--- config.mk ---
export PLATFORM = sky130hd
export DESIGN_NAME = pipeline_stall_sequencer
export DESIGN_NICKNAME = d
export VERILOG_FILES = /design/src/rtl/pipe_ctrl_pkg.sv /design/src/rtl/pipeline_stall_sequencer_stall_counter.sv /design/src/rtl/pipeline_stall_sequencer.sv
export SDC_FILE = /design/constraint.sdc
export NUM_CORES = 1
export LEC_CHECK = 0
export ABC_AREA = 1
export CORE_AREA = 3 3 40 42
export CTS_BUF_LIST = sky130_fd_sc_hd__clkbuf_8
export DETAILED_ROUTE_END_ITERATION = 8
export DIE_AREA = 0 0 43 45
export PLACE_DENSITY_LB_ADDON = 0.2
export SYNTH_ARGS = -nofsm -noshare
export SYNTH_HDL_FRONTEND = slang
export SYNTH_SLANG_ARGS = --single-unit
--- constraint.sdc ---
create_clock -name clk -period 2.1 [get_ports clk]
set_clock_uncertainty 0.15 [all_clocks]
set_input_delay 0.21 -clock clk [delete_from_list [all_inputs] [get_ports clk]]
set_output_delay 0.21 -clock clk [all_outputs]
set_load 0.01 [all_outputs]
--- src/rtl/pipe_ctrl_pkg.sv ---
// Shared opcode constants and sequencer state encodings for the 20-bit pipeline control path.
package pipe_ctrl_pkg;

  localparam logic [4:0] OPC_LOAD = 5'b10100;
  localparam logic [4:0] OPC_HALT = 5'b10001;
  localparam logic [2:0] JUMP_PFX = 3'b111;

  typedef enum logic [2:0] {
    ST_RUN       = 3'd0,
    ST_LOAD_WAIT = 3'd1,
    ST_JFLUSH    = 3'd2,
    ST_HALT      = 3'd3
  } state_t;

endpackage

--- src/rtl/pipeline_stall_sequencer_stall_counter.sv ---
// Down-counter for bubble/flush windows: loadable, decrements to zero and holds there.
module stall_counter #(
  parameter int CNT_W = 2
) (
  input  logic             clk,
  input  logic             reset,
  input  logic             load,
  input  logic [CNT_W-1:0] load_val,
  input  logic             dec,
  output logic [CNT_W-1:0] cnt,
  output logic             zero
);

  always_ff @(posedge clk or posedge reset) begin
    if (reset) begin
      cnt <= '0;
    end else if (load) begin
      cnt <= load_val;
    end else if (dec && (cnt != '0)) begin
      cnt <= cnt - CNT_W'(1);
    end
  end

  assign zero = (cnt == '0);

endmodule

--- src/rtl/pipeline_stall_sequencer.sv ---
// Fetch/decode sequencer: decodes hazard opcodes from program memory and drives PC/IR enables,
// bubble/flush injection, and the stall indications for the IF/ID stage.
module pipeline_stall_sequencer
  import pipe_ctrl_pkg::*;
#(
  parameter int LOAD_BUBBLES = 1,
  parameter int JUMP_FLUSH   = 2,
  parameter int CNT_W        = 2
) (
  input  logic        clk,
  input  logic        reset,
  input  logic [19:0] ins_pm,
  input  logic        mem_ready,
  input  logic        resume,
  output logic        pc_en,
  output logic        ir_en,
  output logic        bubble,
  output logic        flush,
  output logic        stall,
  output logic        stall_pm,
  output logic        halted,
  output logic [2:0]  state_dbg
);

  state_t           state, state_nxt;
  logic             in_run;
  logic             jump_op, load_op, halt_op;
  logic             cnt_load, cnt_dec, cnt_zero;
  logic [CNT_W-1:0] cnt_val, cnt;
  logic             unused_ins;

  // Squashed or held words must not re-trigger, so decode is gated by RUN.
  assign in_run  = (state == ST_RUN);
  assign jump_op = in_run && (ins_pm[19:17] == JUMP_PFX);
  assign load_op = in_run && (ins_pm[19:15] == OPC_LOAD);
  assign halt_op = in_run && (ins_pm[19:15] == OPC_HALT);
  assign unused_ins = ^{ins_pm[14:0], cnt};

  stall_counter #(.CNT_W(CNT_W)) u_cnt (
    .clk      (clk),
    .reset    (reset),
    .load     (cnt_load),
    .load_val (cnt_val),
    .dec      (cnt_dec),
    .cnt      (cnt),
    .zero     (cnt_zero)
  );

  always_ff @(posedge clk or posedge reset) begin
    if (reset) begin
      state    <= ST_RUN;
      stall_pm <= 1'b0;
    end else begin
      state    <= state_nxt;
      stall_pm <= stall;
    end
  end

  always_comb begin
    state_nxt = state;
    cnt_load  = 1'b0;
    cnt_val   = '0;
    cnt_dec   = 1'b0;
    pc_en     = 1'b1;
    ir_en     = 1'b1;
    bubble    = 1'b0;
    flush     = 1'b0;
    halted    = 1'b0;
    case (state)
      ST_RUN: begin
        if (halt_op) begin
          state_nxt = ST_HALT;
        end else if (jump_op) begin
          state_nxt = ST_JFLUSH;
          cnt_load  = 1'b1;
          cnt_val   = CNT_W'(JUMP_FLUSH - 1);
        end else if (load_op) begin
          state_nxt = ST_LOAD_WAIT;
          cnt_load  = 1'b1;
          cnt_val   = CNT_W'(LOAD_BUBBLES - 1);
        end
      end
      ST_LOAD_WAIT: begin
        pc_en   = 1'b0;
        ir_en   = 1'b0;
        bubble  = 1'b1;
        cnt_dec = 1'b1;
        if (cnt_zero && mem_ready) state_nxt = ST_RUN;
      end
      ST_JFLUSH: begin
        flush   = 1'b1;
        bubble  = 1'b1;
        cnt_dec = 1'b1;
        if (cnt_zero) state_nxt = ST_RUN;
      end
      ST_HALT: begin
        pc_en  = 1'b0;
        ir_en  = 1'b0;
        bubble = 1'b1;
        halted = 1'b1;
        if (resume) state_nxt = ST_RUN;
      end
      default: state_nxt = ST_RUN;
    endcase
  end

  assign stall     = !in_run || jump_op || load_op || halt_op;
  assign state_dbg = state;

endmodule

# After elaboration in Yosys (flattened, before gate mapping)
# Index checks and enable logic that the tools add are counted.
# Widths: inputs -> output; s select.
[classes]
addsub = 1
n_reduce_logical = 17
eq_ne = 10
n_mux = 21
[ops]
columns = ["operator", "count"]
rows = [
  ["$mux 3", 6],
  ["$mux 1", 12],
  ["$pmux 3 s4", 1],
  ["$eq 5x5->1 const B", 2],
  ["$eq 3x2->1 const B", 2],
  ["$ne 2x2->1 const B", 3],
  ["$logic_and 1x1->1", 5],
  ["$mux 2", 2],
  ["$ne 4x1->1 const B", 1],
  ["$reduce_and 4->1", 1],
  ["$reduce_bool 2->1", 2],
  ["$reduce_or 2->1", 2],
  ["$eq 3x1->1 const B", 1],
  ["$eq 3x3->1 const B", 1],
  ["$logic_not 3->1", 1],
  ["$logic_or 1x1->1", 3],
  ["$reduce_or 3->1", 1],
  ["$logic_not 2->1", 1],
  ["$sub 2x1->2 const B", 1],
  ["$logic_not 1->1", 1],
]
[word_totals]
word_cells = 52
output_inout_bits = 10
register_bits = 6

# Logic depth before layout (Yosys ltp)
[logic_depth]
depth_word = 7
ltp_mapped = 9
ltp_nobuf = 9

# Modules after synthesis
# From an unflattened synthesis, not the netlist that was laid out.
[unflattened]
cells_unflattened = 67
hier_area_um2 = 457.9
[modules_own_cells]
columns = ["mod", "area_per_inst_um2", "cells_each", "instances", "seq_area_each_um2"]
rows = [
  ["pipeline_stall_sequencer", 326.6, 47, 1, 75.1],
  ["stall_counter", 131.4, 20, 1, 50.0],
]

# Worst setup path before layout
# Ideal clock, no wire load.
[synth_path]
kind = "register to register"
startpoint = "reg state[0] (netlist: state_dbg[0])"
endpoint = "reg u_cnt.cnt[1]"
slack_ps = 597
t_arrival_ps = 1276
synth_period_minus_slack_ps = 1503
path_buffers = 0
stages_incl_launch_ff = 8
required_ps = 1873
path_cell_list = "dfrtp_1 > inv_1 > ha_1 > inv_1 > nor2_2 > inv_1 > or2_0 > a21oi_1"
[synth_via]
elab_chain_cells = 7
[synth_lines]
columns = ["element", "line_no", "source"]
rows = [
  ["from (decl)", "pipeline_stall_sequencer.sv:25", "state_t state, state_nxt;"],
  ["from (signal assigned)", "pipeline_stall_sequencer.sv:54", "state <= state_nxt;"],
  ["$logic_not 3->1", "pipeline_stall_sequencer.sv:33, pipeline_stall_sequencer.sv:69", ""],
  ["$logic_and 1x1->1", "pipeline_stall_sequencer.sv:35", "assign load_op = in_run && (ins_pm[19:15] == OPC_LOAD);"],
  ["$mux 1", "pipeline_stall_sequencer.sv:77", "end else if (load_op) begin"],
  ["$mux 1", "pipeline_stall_sequencer.sv:73", "end else if (jump_op) begin"],
  ["$mux 1", "pipeline_stall_sequencer.sv:71", "if (halt_op) begin"],
  ["$mux 1", "pipeline_stall_sequencer.sv:69", "case (state)"],
  ["$mux 2 / $reduce_bool 2->1 (equally long branches)", "n/a", ""],
  ["to (signal assigned)", "pipeline_stall_sequencer_stall_counter.sv:18", "cnt <= load_val;"],
  ["to (signal assigned)", "pipeline_stall_sequencer_stall_counter.sv:20", "cnt <= cnt - CNT_W'(1);"],
  ["to (decl)", "pipeline_stall_sequencer_stall_counter.sv:10", "output logic [CNT_W-1:0] cnt,"],
]
# Several ways; a longest one is shown, not always the timed one.
# A chain may end at the register's enable or synchronous reset.

# Worst setup path after layout
[layout_path]
startpoint = "reg state[0] (netlist: state_dbg[0])"
endpoint = "out stall"
[layout_via]
elab_chain_cells = 5
[layout_lines]
columns = ["element", "line_no", "source"]
rows = [
  ["$logic_not 3->1 (*)", "pipeline_stall_sequencer.sv:33", "assign in_run = (state == ST_RUN);"],
  ["$logic_not 1->1 / $logic_and 1x1->1 (equally long branches)", "pipeline_stall_sequencer.sv:107, pipeline_stall_sequencer.sv:34", ""],
  ["$logic_or 1x1->1 (2 in a row)", "pipeline_stall_sequencer.sv:107", "assign stall = !in_run || jump_op || load_op || halt_op;"],
  ["$logic_or 1x1->1 (*)", "pipeline_stall_sequencer.sv:107", ""],
  ["to (decl)", "pipeline_stall_sequencer.sv:19", "output logic stall,"],
]
# Mark *: on every way between the ends. The rest lies on a longest branch, timed or not.

==> impl_metrics.csv <==
group,metric,value,unit
floorplanning,die_h,45,microns
critical_path,rrSetupSlack,0.56,ns
synthesis,synth_top_area_cell,"dfrtp_1",
clocking,cts.clk_slew.worst_paths,0.03,ns
critical_path,crit_start,"state_dbg[0]$_DFFE_PP0P_",
clocking,root_buffer,"clkbuf_8",
floorplanning,core_area,1280,sq um
grt,grt_overflow,0,
finish,antenna_cells,0,
synthesis,synth_edf_count,0,
placement,gp_congestion,0.785,
grt,grt_pass1_vias,427,
synthesis,synthTopCellsByArea,"dfrtp_1, ha_1, inv_1",
critical_path,cp_max_fo,3,
synthesis,syn_nets,91,
detailed_routing,drtAntennaViolNets,0,
timing,hold_viol_final,0,
detailed_routing,drt_iter0_markers,4,
detailed_routing,wl_per_cell,8.35,microns
critical_path,slowest_stage,"dfrtp_1",
critical_path,cp_slowest_stage_delay,0.37,ns
synthesis,ys_types,17,
power,ir_drop,0.788,mV
clocking,post_cts_resized,1,
synthesis,synthCells,61,
clocking,cts_hold_buf,0,
floorplanning,rows,13,
synthesis,yosys_register_bits,5,
critical_path,startpoint_type,"flip-flop",
power,total_leakage_power,0.376,nW
grt,grt.total_usage,11.0,%
detailed_routing,routed_wl,818,microns
grt,grt_pass1_wl,1600,microns
detailed_routing,drc,0,
synthesis,yosys-top-cells-count,"inv_1, nand2_1, nor2_1, ha_1, dfrtp_1",
timing,min_period_over_period,88.1,%
timing,rsz0062_at_grt,"no",
synthesis,synth_top_area_share,28.2,%
detailed_routing,viasPerCell,4.24,
floorplanning,floorplan.initialDensity,34.6,%
finish,drive_gt1_share,15.7,%
critical_path,r2r-start,"state_dbg[0]$_DFFE_PP0P_",
timing,period_needed,1.85,ns
power,p_sw_share,39.5,%
timing,hold_ws,0.0330,ns
critical_path,critical_path_required,1.74,ns
grt,use_met3,6.37,%
power,clkPwrFrac,17.5,%
clocking,cts.path.max_buffers,2,
timing,max_freq,540,MHz
synthesis,syn_avg_cell_area,7.28,sq um
floorplanning,ios,34,
flow_run,drv_cap,0,
finish,final_nets,114,
run_status,status,"complete, no violations",
grt,grt_antenna_before_repair,0,
timing,setup_viol,0,
grt,grt_start_max_net_pins,6,
grt,met1_usage,11.2,%
finish,syn2layout_area_growth,55.2,%
synthesis,ys_warn_count,0,
critical_path,cp.arrival,1.49,ns
clocking,cts_setup_buffers,0,
critical_path,path_cells,"inv_1 -> ha_1 -> nand2_1 -> inv_1 -> nand3_1 -> nand3_2 -> dlygate4sd2_1",
power,powerDensity,1400,nW/um^2
placement,io_buffer_count,17,
critical_path,critical_path_class,"flip-flop to primary output",
clocking,htreeDepth,1,
floorplanning,die_area,1940,sq um
grt,use_met2,20.1,%
clocking,cts_tree,"built",
clocking,clkLatencyLatePin,0.22,ns
synthesis,syn-cell-area,444,sq um
critical_path,path_buf_inv,3,
detailed_routing,num_vias,416,
placement,hpwlAfterDp,723,microns
clocking,numClockSinks,5,
critical_path,cp_num_cells,7,
power,p_seq_share,17.1,%
synthesis,async_reset_ff_share,100,%
critical_path,rr_worst_depth,10,
worst_hold_path,hp-class,"input port to asynchronous set/reset pin",
critical_path,cp-end-kind,"primary output",
power,pwr-share-comb,65.3,%
finish,num-fill-cells,138,
power,p_int,0.000584,W
timing,fin_setup_tns,0,ns
synthesis,ys_seq_area_share,28.2,%
timing,slew_violations,0,
critical_path,cp_common_cell,"inv_1",
synthesis,synth_most_common_cell,"inv_1",
synthesis,synth_ff_type,"dfrtp_1",
clocking,numCtsBuffers,3,
power,switchingPower,0.000381,W
critical_path,cp_top_family,"buffers and inverters",
critical_path,crit_path_end,"stall",
detailed_routing,firstDrtPassIters,2,
grt,busiest_layer,"met2",
critical_path,worstReg2RegEnd,"state_dbg[0]$_DFFE_PP0P_",
floorplanning,die_w,43,microns
power groups by stage:
stage / Clock [W] / Combinational, W / Sequential [W]
finish: 0.000169 / 0.000631 / 0.000166
global route: 0.000187 / 0.000727 / 0.000172
CTS: 0.000174 / 0.000655 / 0.000167
detailed placement: 0 / 0.000660 / 0.000167
global placement: 0 / 0.000661 / 0.000167
floorplan: 0 / 0.000370 / 0.000187
metrics by stage:
step / area [sq um] / util, % / cells / setup slack [ns] / power [W]
6_report: 689 / 53.7 / 98 / 0.249 / 0.000965
5_1_grt: 689 / 53.7 / 98 / 0.0906 / 0.00109
4_1_cts: 684 / 53.3 / 98 / 0.0692 / 0.000996
3_5_place_dp: 641 / 49.9 / 94 / 0.147 / 0.000827
3_3_place_gp: 641 / 49.9 / 94 / 0.142 / 0.000828
2_1_floorplan: 444 / - / 61 / 0.597 / 0.000556
flip-flops by register name, indices dropped and copies added, names as in the netlist:
signal	cells
stall_pm	1
state_dbg	2
u_cnt.cnt	2
layer usage:
layer	part of all wire [%]	vias to the layer above
met2	53	14
li1	-	223
met3	10	0
met5	0	-
met1	36	179
met4	0	0
layout make-up:
class	count	area (sq um)	share of cell area (%)
repair buffers	20	196	28.5
multi-input cells	40	251	36.5
clock buffers	3	41.3	5.99
well taps	15	18.8	2.72
clock inverters	1	3.75	0.544
inverters	14	52.6	7.62
flip-flops and latches	5	125	18.1
worst reg2reg max path, delay by kind of cell (launching register included):
family | cells | cell delay, ns
AND/OR/NAND/NOR | 6 | 0.40
flip-flops | 1 | 0.37
buffers and inverters | 3 | 0.30
adder cells (fa/ha/maj) | 1 | 0.20
kinds of logic after synthesis:
group,count (synthesis),synth area share [%]
buffers and inverters,16,15.2
other,1,0.844
adders and majority gates,6,16.9
DFF,5,28.2
AOI/OAI and AO/OA,3,3.94
and+or+nand+nor,30,34.9
cell usage in the layout, fill, tap and decap left out, drive strengths merged:
master and instances:
nand4 1, or2 1, clkdlybuf4s50 14, buf 3, a21oi 2, dlymetal6s2s 2
nor2 10, nor3 1, dfrtp 5, conb 1, inv 15, nand3 6
clkbuf 3, a21boi 1, dlygate4sd2 1, nand2 11, ha 6
worst min path at each step:
stage	endpoint	cells past startpoint	from	slack, ns
floorplan	stall_pm$_DFF_PP0_	1	reset	-0.16
global placement	u_cnt.cnt[0]$_DFFE_PP0P_	2	reset	0.26
detailed placement	u_cnt.cnt[0]$_DFFE_PP0P_	2	reset	0.27
CTS	state_dbg[0]$_DFFE_PP0P_	2	reset	0.04
global route	state_dbg[0]$_DFFE_PP0P_	2	reset	0.05
finish	state_dbg[0]$_DFFE_PP0P_	2	reset	0.03
Power figures use the tool's default switching activity.
